==> config.mk <==
export PLATFORM = sky130hd
export DESIGN_NAME = cache_refill
export DESIGN_NICKNAME = d
export VERILOG_FILES = /design/src/rtl/cache_refill.sv
export SDC_FILE = /design/constraint.sdc
export NUM_CORES = 1
export LEC_CHECK = 0
export BUFFER_PORTS_ARGS = -buffer_cell sky130_fd_sc_hd__buf_4
export CAP_MARGIN = 10
export CORE_MARGIN = 3
export CORE_UTILIZATION = 58
export CTS_BUF_LIST = sky130_fd_sc_hd__clkbuf_8
export DETAILED_ROUTE_END_ITERATION = 10
export GPL_ROUTABILITY_DRIVEN = 0
export GPL_TIMING_DRIVEN = 0
export PLACE_DENSITY = 0.94
export SETUP_SLACK_MARGIN = 0.05
export SLEW_MARGIN = 25
export SYNTH_ARGS = -nofsm -noshare
export SYNTH_HDL_FRONTEND = slang
export SYNTH_SLANG_ARGS = --single-unit
==> constraint.sdc <==
create_clock -name clk -period 2.7 [get_ports clk]
set_clock_uncertainty 0.15 [all_clocks]
set_input_delay 0.405 -clock clk [delete_from_list [all_inputs] [get_ports clk]]
set_output_delay 0.405 -clock clk [all_outputs]
set_load 0.05 [all_outputs]
==> src/rtl/cache_refill.sv <==
// Line-fill engine: fetches one cache line a word at a time and pulses store_o with the packed line.
// Define CACHE_REFILL_CWF_EN for critical-word-first ordering plus the cw_valid_o/cw_data_o outputs.
module cache_refill #(
  parameter int N_CACHELINE_LENGTH = 4,
  parameter int BITSIZE            = 32
) (
  input  logic                                  clk,
  input  logic                                  rstn_i,
  input  logic                                  miss_i,
  input  logic [BITSIZE-1:0]                    miss_addr_i,
  output logic                                  ready_o,
  output logic                                  mem_req_o,
  output logic [BITSIZE-1:0]                    mem_addr_o,
  input  logic                                  mem_gnt_i,
  input  logic                                  mem_rvalid_i,
  input  logic [BITSIZE-1:0]                    mem_rdata_i,
  output logic                                  store_o,
  output logic [BITSIZE*N_CACHELINE_LENGTH-1:0] line_o,
  output logic [BITSIZE-1:0]                    line_addr_o,
`ifdef CACHE_REFILL_CWF_EN
  output logic                                  cw_valid_o,
  output logic [BITSIZE-1:0]                    cw_data_o,
`endif
  output logic [1:0]                            dbg_state_o,
  output logic [$clog2(N_CACHELINE_LENGTH)-1:0] dbg_crit_off_o
);
  localparam int OFFW = $clog2(N_CACHELINE_LENGTH);
  localparam int TAGW = BITSIZE - OFFW;
  localparam int CNTW = OFFW + 1;
  localparam logic [CNTW-1:0] LAST_CNT = CNTW'(N_CACHELINE_LENGTH - 1);

  typedef enum logic [1:0] {
    S_IDLE = 2'd0,
    S_REQ  = 2'd1,
    S_WAIT = 2'd2,
    S_DONE = 2'd3
  } state_t;

  // Memory handshake: mem_req_o/mem_addr_o stay stable until mem_gnt_i is sampled high;
  // mem_rvalid_i is consumed only in S_WAIT, so a grant and rvalid in the same cycle never
  // deliver data for the request being granted.
  state_t                                       r_state;
  logic [TAGW-1:0]                              r_tag;
  logic [OFFW-1:0]                              r_off;
  logic [OFFW-1:0]                              r_crit_off;
  logic [CNTW-1:0]                              r_cnt;
  logic [N_CACHELINE_LENGTH-1:0][BITSIZE-1:0]   r_buf;
  logic [N_CACHELINE_LENGTH-1:0][BITSIZE-1:0]   r_line;
  logic [BITSIZE-1:0]                           r_line_addr;
  logic                                         r_ready;
  logic                                         r_req;
  logic [BITSIZE-1:0]                           r_addr;
  logic                                         r_store;

  logic [OFFW-1:0]                              w_start;
  logic [OFFW-1:0]                              w_off_inc;
  logic [N_CACHELINE_LENGTH-1:0][BITSIZE-1:0]   w_buf_next;

`ifdef CACHE_REFILL_CWF_EN
  assign w_start = miss_addr_i[OFFW-1:0];
`else
  assign w_start = '0;
`endif

  // Offset arithmetic stays inside OFFW bits, so wrapping never disturbs the tag.
  assign w_off_inc = r_off + OFFW'(1);

  always_comb begin
    w_buf_next        = r_buf;
    w_buf_next[r_off] = mem_rdata_i;
  end

  always_ff @(posedge clk or negedge rstn_i) begin
    if (!rstn_i) begin
      r_state     <= S_IDLE;
      r_tag       <= '0;
      r_off       <= '0;
      r_crit_off  <= '0;
      r_cnt       <= '0;
      r_buf       <= '0;
      r_line      <= '0;
      r_line_addr <= '0;
      r_ready     <= 1'b1;
      r_req       <= 1'b0;
      r_addr      <= '0;
      r_store     <= 1'b0;
    end else begin
      r_store <= 1'b0;
      case (r_state)
        S_IDLE: begin
          if (miss_i) begin
            r_tag      <= miss_addr_i[BITSIZE-1:OFFW];
            r_crit_off <= miss_addr_i[OFFW-1:0];
            r_off      <= w_start;
            r_cnt      <= '0;
            r_req      <= 1'b1;
            r_addr     <= {miss_addr_i[BITSIZE-1:OFFW], w_start};
            r_ready    <= 1'b0;
            r_state    <= S_REQ;
          end
        end
        S_REQ: begin
          if (mem_gnt_i) begin
            r_req   <= 1'b0;
            r_state <= S_WAIT;
          end
        end
        S_WAIT: begin
          if (mem_rvalid_i) begin
            r_buf <= w_buf_next;
            r_off <= w_off_inc;
            r_cnt <= r_cnt + CNTW'(1);
            if (r_cnt == LAST_CNT) begin
              r_line      <= w_buf_next;
              r_line_addr <= {r_tag, {OFFW{1'b0}}};
              r_store     <= 1'b1;
              r_state     <= S_DONE;
            end else begin
              r_req   <= 1'b1;
              r_addr  <= {r_tag, w_off_inc};
              r_state <= S_REQ;
            end
          end
        end
        S_DONE: begin
          r_ready <= 1'b1;
          r_state <= S_IDLE;
        end
        default: begin
          r_state <= S_IDLE;
          r_ready <= 1'b1;
          r_req   <= 1'b0;
        end
      endcase
    end
  end

`ifdef CACHE_REFILL_CWF_EN
  logic               r_cw_valid;
  logic [BITSIZE-1:0] r_cw_data;

  // The first word returned is always the requested (critical) word.
  always_ff @(posedge clk or negedge rstn_i) begin
    if (!rstn_i) begin
      r_cw_valid <= 1'b0;
      r_cw_data  <= '0;
    end else begin
      r_cw_valid <= 1'b0;
      if (r_state == S_WAIT && mem_rvalid_i && r_cnt == '0) begin
        r_cw_valid <= 1'b1;
        r_cw_data  <= mem_rdata_i;
      end
    end
  end

  assign cw_valid_o = r_cw_valid;
  assign cw_data_o  = r_cw_data;
`endif

  assign ready_o        = r_ready;
  assign mem_req_o      = r_req;
  assign mem_addr_o     = r_addr;
  assign store_o        = r_store;
  assign line_o         = r_line;
  assign line_addr_o    = r_line_addr;
  assign dbg_state_o    = r_state;
  assign dbg_crit_off_o = r_crit_off;

endmodule

==> results.txt, run 1 <==
PD cells - 977 nW/um^2
Vias per inst - 5.75
CTS tree - done
IO Count - 268
Initial antenna violation count - 1
WL/cell - 22.7 um
Die area - 28200 um^2
CP Launch Type - flop
Largest area contributor in the netlist - dfrtp_1
# DRC - 0
CP max FO - 10
Die width - 168 um
Dpl ws - 292 ps
1st-pass router iterations - 5
Hold Vio Cnt, Final - 0
Setup violators final - 0
Post-route ant nets - 0
Clk slew on worst S/H paths - 60 ps
Core box area - 25500 um^2
Post-CTS Setup Repair Bufs - 0
Vias post-DR - 10800
Sequential fraction of the synthesis area - 59.1%
Final total power - 19.1 mW
Rows - 58
Worst-Skew Late Latency - 580 ps
Met3 Use GR - 7.58%
Top delay family on crit path - buffers and inverters
Worst Path Required - 3050 ps
Max-Cap Viols - 0
Outcome - completed
Met1 usage - 36.5%
Post-Route WL - 42600 um
Post-Layout Cell Count - 1879
Non-Filler Cell Area, Final - 19500 um^2
Total GRT Usage - 29.9%
Num Clock Sinks - 360
Met2 usage - 51.9%
Critical path buffer and inverter count - 3
Fin nets - 1585
Fillers - 1442
Most used cell, CP - buf_2
Period Utilization, post-route - 90.7%
Cell Area, Placed - 17800 um^2
Final TNS setup - 0 ps
Placed cell count - 1715
Synth Area per Inst - 13.7 um^2
Kind of critical path - reg2reg
Distinct cells, synth - 35
Starting Density - 59.8%
Hold_ws - 73.5 ps
Synthesized area - 15200 um^2
Cts bufs inserted - 56
Layout Utilization - 76.6%
HPWL Detailed - 27700 um
Share of synthesized flip-flops with an asynchronous set or reset - 100%
Ys flop type - dfrtp_1
Pin count of the biggest net entering global routing - 80
Crit-path cells - ha_1, ha_1, nand4b_4, buf_2, buf_2, buf_2, nand2_1, o21ai_0
Number of flops mapped to enable cells by yosys - 0
Final min period - 2450 ps
Register bit count reported by yosys - 360
Cell count after synthesis - 1115
Fmax - 408 MHz
First-pass GRT wire length - 66500 um
Share of layout cells above drive strength 1 - 41.7%
Port bufs - 265
Worst-margin pin slew - 595 ps
CP arrival - 2790 ps
Gr busiest metal - met2
Critical path endpoint category - flop
Crit path largest cell delay - 390 ps
P&R area growth vs syn - 28.1%
Final Max Slew Viols - 0
First DRT Iteration DRCs - 750
Gr ovfl total - 0
RSZ-0062 raised after global routing - no
Slew headroom - 60.3%
Leakage - 9.66 nW
Hold Crit Class - in2reg
Root Buffer Master - clkbuf_8
Die Ht - 168 um
Max Root-Sink Buffers - 3
Number of global-route vias before repair - 11900
Leading post-synthesis cells by cell area - dfrtp_1, mux2_2, mux2i_1, o21ai_0, nand2_1
CTS H-tree depth - 2
Synth Warn # - 0
CP max-delay cell - dfrtp_1
Synth top area share - 59.0%
Post-route setup slack - 252 ps
Maximum VDD drop - 1150 uV
cell families (layout without fill, tap and decap cells):
family          after synthesis  after routing  synth area share, %
fa+ha+maj                     6              6                0.493
mux                         381            381                 27.8
other cells                   1              3               0.0246
buf+inv                      82            514                 3.65
flops                       360            360                 59.1
simple gates                147            147                 4.23
compound gates              138            138                 4.66
routing by layer:
metal  routed length [um]  share of wire (%)  up-vias
met4                 1430                3.4        0
li1                     -                  -     4685
met5                    0                  0        -
met3                 3510                8.2      110
met2                21400                 50      502
met1                16200                 38     5506
Yosys cell counts (2+ instances only):
cell type  count
mux2_1        19
nor2b_1        2
dfrtp_1      359
mux2_4        28
a21o_1         2
nand2_1      130
a22o_1         2
ha_1           6
clkbuf_1      16
clkbuf_8       2
buf_2         34
buf_12         2
buf_4          2
mux2i_1      128
o21ai_0      129
nand2_4        4
nor2_1         4
inv_1          7
mux2_2       206
buf_6         18
cell type report:
type | count | area (um^2) | area share, %
diodes | 1 | 2.50 | 0.0128
plain buffers | 75 | 531 | 2.72
clock buffers | 69 | 950 | 4.86
clock inverters | 27 | 140 | 0.718
inverters | 7 | 26.3 | 0.135
multi-input cells | 674 | 5670 | 29.1
flip-flops and latches | 360 | 9010 | 46.2
well taps | 330 | 413 | 2.11
repair buffers | 336 | 2780 | 14.2
registers in the layout (all words and copies together), names as in the netlist:
register and cells:
dbg_crit_off_o 2, mem_addr_o 32, r_tag 30, r_off 2, dbg_state_o 2, ready_o 1
mem_req_o 1, line_addr_o 30, line_o 128, store_o 1, r_buf 128, r_cnt 3
power breakdown:
part / total (mW) / leakage [nW] / switching, mW / internal, mW
clock network: 4.49 / 0.633 / 2.11 / 2.38
logic: 6.79 / 4.25 / 3.75 / 3.04
registers: 7.79 / 4.78 / 0.955 / 6.84
total: 19.1 / 9.66 / 6.82 / 12.3
layout by cell type (no fill, tap or decap), drive strengths merged, types with 2 or more instances in the layout:
| cell | instances |
|---|---|
| clkbuf | 87 |
| a22o | 2 |
| conb | 2 |
| dlygate4sd3 | 67 |
| inv | 27 |
| mux2 | 253 |
| ha | 6 |
| nor2 | 4 |
| dfrtp | 359 |
| nor2b | 3 |
| mux2i | 128 |
| nand2 | 134 |
| a21o | 2 |
| clkinvlp | 2 |
| clkinv | 4 |
| buf | 326 |
| o21ai | 130 |
path summary, 6_finish.rpt:
path | to | startpoint | cells after the start | slack, ps
min | ready_o | miss_i | 4 | 70
max reg2reg | line_o[4] | r_cnt[0] | 8 | 250
min reg2reg | line_o[74] | line_o[74] | 2 | 330
max in group asynchronous | line_addr_o[4] | rstn_i | 4 | 1020
min in group asynchronous | line_o[69] | rstn_i | 2 | 200
max | line_o[4] | r_cnt[0] | 8 | 250
worst reg2reg max path: cells and delay by family (launching register included):
| family | cells | cell delay (ps) |
|---|---|---|
| AO/OA/AOI/OAI | 1 | 110 |
| flip-flops | 1 | 390 |
| adder cells (fa/ha/maj) | 2 | 440 |
| buffers and inverters | 3 | 970 |
| AND/OR/NAND/NOR | 2 | 300 |
timing repair:
item,4_1_cts,5_1_grt
endpoints found under the hold margin,228,0
gates resized for setup,0,0
hold buffers,67,0
Note: power is estimated with default switching activity, not from simulation.
==> run 2, diff against run 1 <==
Settings changed: CTS_BUF_LIST sky130_fd_sc_hd__clkbuf_8 to sky130_fd_sc_hd__clkbuf_2.
==> results.txt, run 2 (synthesized netlist as in run 1, its figures left out) <==
Outcome - completed
Hold Vio Cnt, Final - 0
Sequential cell area - 9010 um^2
Number of global-route vias before repair - 11900
Period Utilization, post-route - 90.1%
First-pass GRT wire length - 64900 um
CP Launch Type - flop
Most frequent cells in the layout - dfrtp_1, buf_4, mux2_2
Die area - 28200 um^2
Crit path largest cell delay - 400 ps
Cts bufs inserted - 90
Rows - 58
Fin nets - 1625
Hold EP - r_tag[23]
Hold_buf cts - 73
First DRT Iteration DRCs - 603
Most common cell after layout, fill and taps aside - dfrtp_1
Max-Cap Viols - 0
CP arrival - 2990 ps
RSZ-0062 raised after global routing - no
Hold_ws - 183 ps
Hold Path Stages - 3
PD cells - 935 nW/um^2
Root Buffer Master - clkbuf_2
Vias per inst - 5.66
Fmax - 411 MHz
Port bufs - 265
# DRC - 0
Hold Crit Start - miss_addr_i[25]
Gr ovfl total - 0
Post-Layout Cell Count - 1941
Core box area - 25500 um^2
Area taken by multi-input logic gates - 5670 um^2
Die Ht - 168 um
PostCTS Resize Cnt - 0
Maximum VDD drop - 910 uV
Starting Density - 59.8%
CP max FO - 10
Worst-margin pin slew - 610 ps
1st-pass router iterations - 7
Total GRT Usage - 29.2%
CTS H-tree depth - 3
Kind of critical path - reg2reg
Worst-Skew Late Latency - 860 ps
Final TNS setup - 0 ps
HPWL Detailed - 27700 um
WL/cell - 21.5 um
Critical path buffer and inverter count - 3
Max Root-Sink Buffers - 3
CTS tree - done
Worst reg2reg path depth - 8
IO Count - 268
FF-to-FF Start - r_cnt[0]
Slew headroom - 59.3%
Fillers - 1477
Crit-path cells - ha_1, ha_1, nand4b_4, buf_2, buf_2, buf_2, nand2_1, o21ai_1
Num Clock Sinks - 360
Final min period - 2430 ps
Top delay family on crit path - buffers and inverters
Initial antenna violation count - 1
Post-CTS Setup Repair Bufs - 0
Die width - 168 um
Post-route ant nets - 0
CP max-delay cell - dfrtp_1
P&R area growth vs syn - 26.4%
Vias post-DR - 11000
Most used cell, CP - buf_2
Setup violators final - 0
Pin count of the biggest net entering global routing - 80
Hold Crit Class - in2reg
Post-Route WL - 41700 um
Critical path endpoint category - flop
Final Max Slew Viols - 0
Worst Path Required - 3260 ps
Clk slew on worst S/H paths - 120 ps
Leakage - 9.64 nW
Share of layout cells above drive strength 1 - 43.9%
Worst reg-to-reg setup slack - 270 ps
Reg2reg end - line_o[30]
Placed cell count - 1715
run 2: area by class of cell:
type | instances | area share, %
repair buffers | 342 | 14.8
inverters | 7 | 0.136
well taps | 330 | 2.14
flip-flops and latches | 360 | 46.8
clock buffers | 129 | 3.35
clock inverters | 23 | 0.494
multi-input cells | 674 | 29.5
plain buffers | 75 | 2.76
diodes | 1 | 0.0130
run 2: how the worst max path moves through the flow:
| stage | start | endpoint | slack (ps) | cells past startpoint |
|---|---|---|---|---|
| 3_3_place_gp | rstn_i | dbg_crit_off_o[0] | -2210 | 1 |
| 5_1_grt | r_cnt[1] | line_o[29] | 150 | 8 |
| 4_1_cts | r_cnt[0] | line_o[30] | 280 | 8 |
| 3_5_place_dp | r_cnt[0] | line_o[18] | 290 | 8 |
| 2_1_floorplan | dbg_state_o[1] | mem_addr_o[23] | 610 | 6 |
| 6_report | r_cnt[0] | line_o[30] | 270 | 8 |
run 2: layer usage:
layer | up-vias | share of wire [%] | track usage, %
met4 | 0 | 3.6 | 12.1
met1 | 5578 | 38 | 35.0
met5 | - | 0 | 0
li1 | 4801 | - | -
met2 | 497 | 50 | 49.7
met3 | 104 | 8.1 | 8.50
run 2: power by group:
part / switching (mW) / internal [mW] / total, mW
Sequential: 0.935 / 6.82 / 7.75
Clock: 2.17 / 1.27 / 3.44
Combinational: 3.73 / 3.08 / 6.81
Total: 6.84 / 11.2 / 18.0
run 2: metrics by stage:
step	utilization, %	worst slack [ps]	instance area [um^2]	power, mW
4_1_cts	75.6	282	19200	17.9
5_1_grt	75.6	149	19300	18.8
6_report	75.6	268	19300	18.0
3_3_place_gp	69.3	-2210	17600	14.0
2_1_floorplan	-	614	15200	12.4
3_5_place_dp	69.7	292	17800	14.4
run 2: worst min-delay path: stages:
cell	delay [ps]
dlygate4sd3_1	530
buf_4	110
mux2_2	130
==> run 3, diff against run 2 <==
Settings changed: PLACE_DENSITY 0.94 to 0.9.
==> results.txt, run 3 (synthesized netlist as in run 1, its figures left out) <==
Outcome - completed
Highest metal used - met5
Die Ht - 168 um
Maximum VDD drop - 881 uV
Vias post-DR - 10800
Final TNS setup - 0 ps
WL met3 - 3010 um
Post-route setup slack - 267 ps
Post-CTS Setup Repair Bufs - 0
CP arrival - 3030 ps
Setup violators final - 0
CP max FO - 10
Most used cell, CP - buf_2
Met2 wire length - 20200 um
Share of layout cells above drive strength 1 - 43.9%
Kind of critical path - reg2reg
# DRC - 0
HPWL Detailed - 26800 um
CP max-delay cell - dfrtp_1
Worst-Skew Late Latency - 870 ps
CTS tree - done
Gr ovfl total - 0
Worst Path Required - 3300 ps
PD cells - 938 nW/um^2
Hold Crit Class - in2reg
Leakage - 9.61 nW
Port bufs - 265
Starting Density - 59.8%
Slew headroom - 54.6%
Hold_ws - 168 ps
Root Buffer Master - clkbuf_2
CP Launch Type - flop
Pin count of the biggest net entering global routing - 99
Placed cell count - 1714
Top delay family on crit path - buffers and inverters
IO Count - 268
Rows - 58
Vias per inst - 5.63
Critical path buffer and inverter count - 3
Number of global-route vias before repair - 12100
Cts bufs inserted - 89
Worst-margin pin slew - 681 ps
WL/cell - 21.0 um
Total GRT Usage - 28.8%
Fmax - 411 MHz
P&R area growth vs syn - 26.0%
Most common cell after layout, fill and taps aside - dfrtp_1
Hold Vio Cnt, Final - 0
Num Clock Sinks - 360
Core box area - 25500 um^2
Max Root-Sink Buffers - 3
Fin nets - 1622
Dpl ws - 281 ps
Post-route ant nets - 0
Final min period - 2430 ps
Period Utilization, post-route - 90.1%
Crit-path cells - ha_1, ha_1, nand4b_4, buf_2, buf_2, buf_2, nand2_1, o21ai_0
Critical path endpoint category - flop
Die width - 168 um
M1 WL - 15900 um
Initial antenna violation count - 2
Final Max Slew Viols - 0
RSZ-0062 raised after global routing - no
Crit path largest cell delay - 400 ps
Post-Layout Cell Count - 1927
First-pass GRT wire length - 64200 um
Die area - 28200 um^2
Most frequent cells in the layout - dfrtp_1, buf_4, mux2_2
First DRT Iteration DRCs - 689
Clk slew on worst S/H paths - 110 ps
CTS H-tree depth - 3
Max-Cap Viols - 0
1st-pass router iterations - 5
Post-Route WL - 40600 um
run 3: timing repair:
item,in CTS,in global routing
setup endpoints to repair,0,0
resized for setup,0,0
hold buffers,72,0
hold endpoints to repair,687,0
run 3: where the power goes:
group / leakage, nW / internal (mW) / switching, mW
clock network: 0.570 / 1.42 / 2.11
logic: 4.26 / 3.06 / 3.71
registers: 4.78 / 6.82 / 0.889
run 3: cell type report:
type                    instances  area (um^2)
fillers                      1573         6270
plain buffers                  75          531
repair buffers                340         2800
clock buffers                 127          636
diodes                          1         2.50
inverters                       7         26.3
multi-input cells             674         5670
flip-flops and latches        360         9010
clock inverters                13          109
well taps                     330          413
run 3: stage by stage:
step / util (%) / cell area [um^2] / power [mW]
finish: 75.4 / 19200 / 18.0
floorplan: - / 15200 / 12.4
CTS: 75.4 / 19200 / 18.0
global placement: 69.3 / 17600 / 14.0
global route: 75.4 / 19200 / 18.9
detailed placement: 69.6 / 17700 / 14.3
run 3: worst min-delay path, cell delays in order:
cell and delay [ps]:
dlygate4sd3_1 520, buf_4 100, mux2_2 130
run 3: path summary, 6_finish.rpt:
path / startpoint / end / slack [ps] / cells past startpoint
setup / recovery: r_cnt[0] / line_o[6] / 270 / 8
hold / removal: miss_addr_i[14] / r_tag[12] / 170 / 3
setup reg to reg: r_cnt[0] / line_o[6] / 270 / 8
hold reg to reg: line_o[64] / line_o[64] / 340 / 2
max in group asynchronous: rstn_i / ready_o / 890 / 4
min in group asynchronous: rstn_i / line_o[46] / 510 / 3
run 3: metal layers:
layer,global-route usage (%),vias to the layer above
met3,8.10,94
li1,-,4788
met1,34.8,5534
met4,13.0,2
met2,48.3,426
met5,0,-
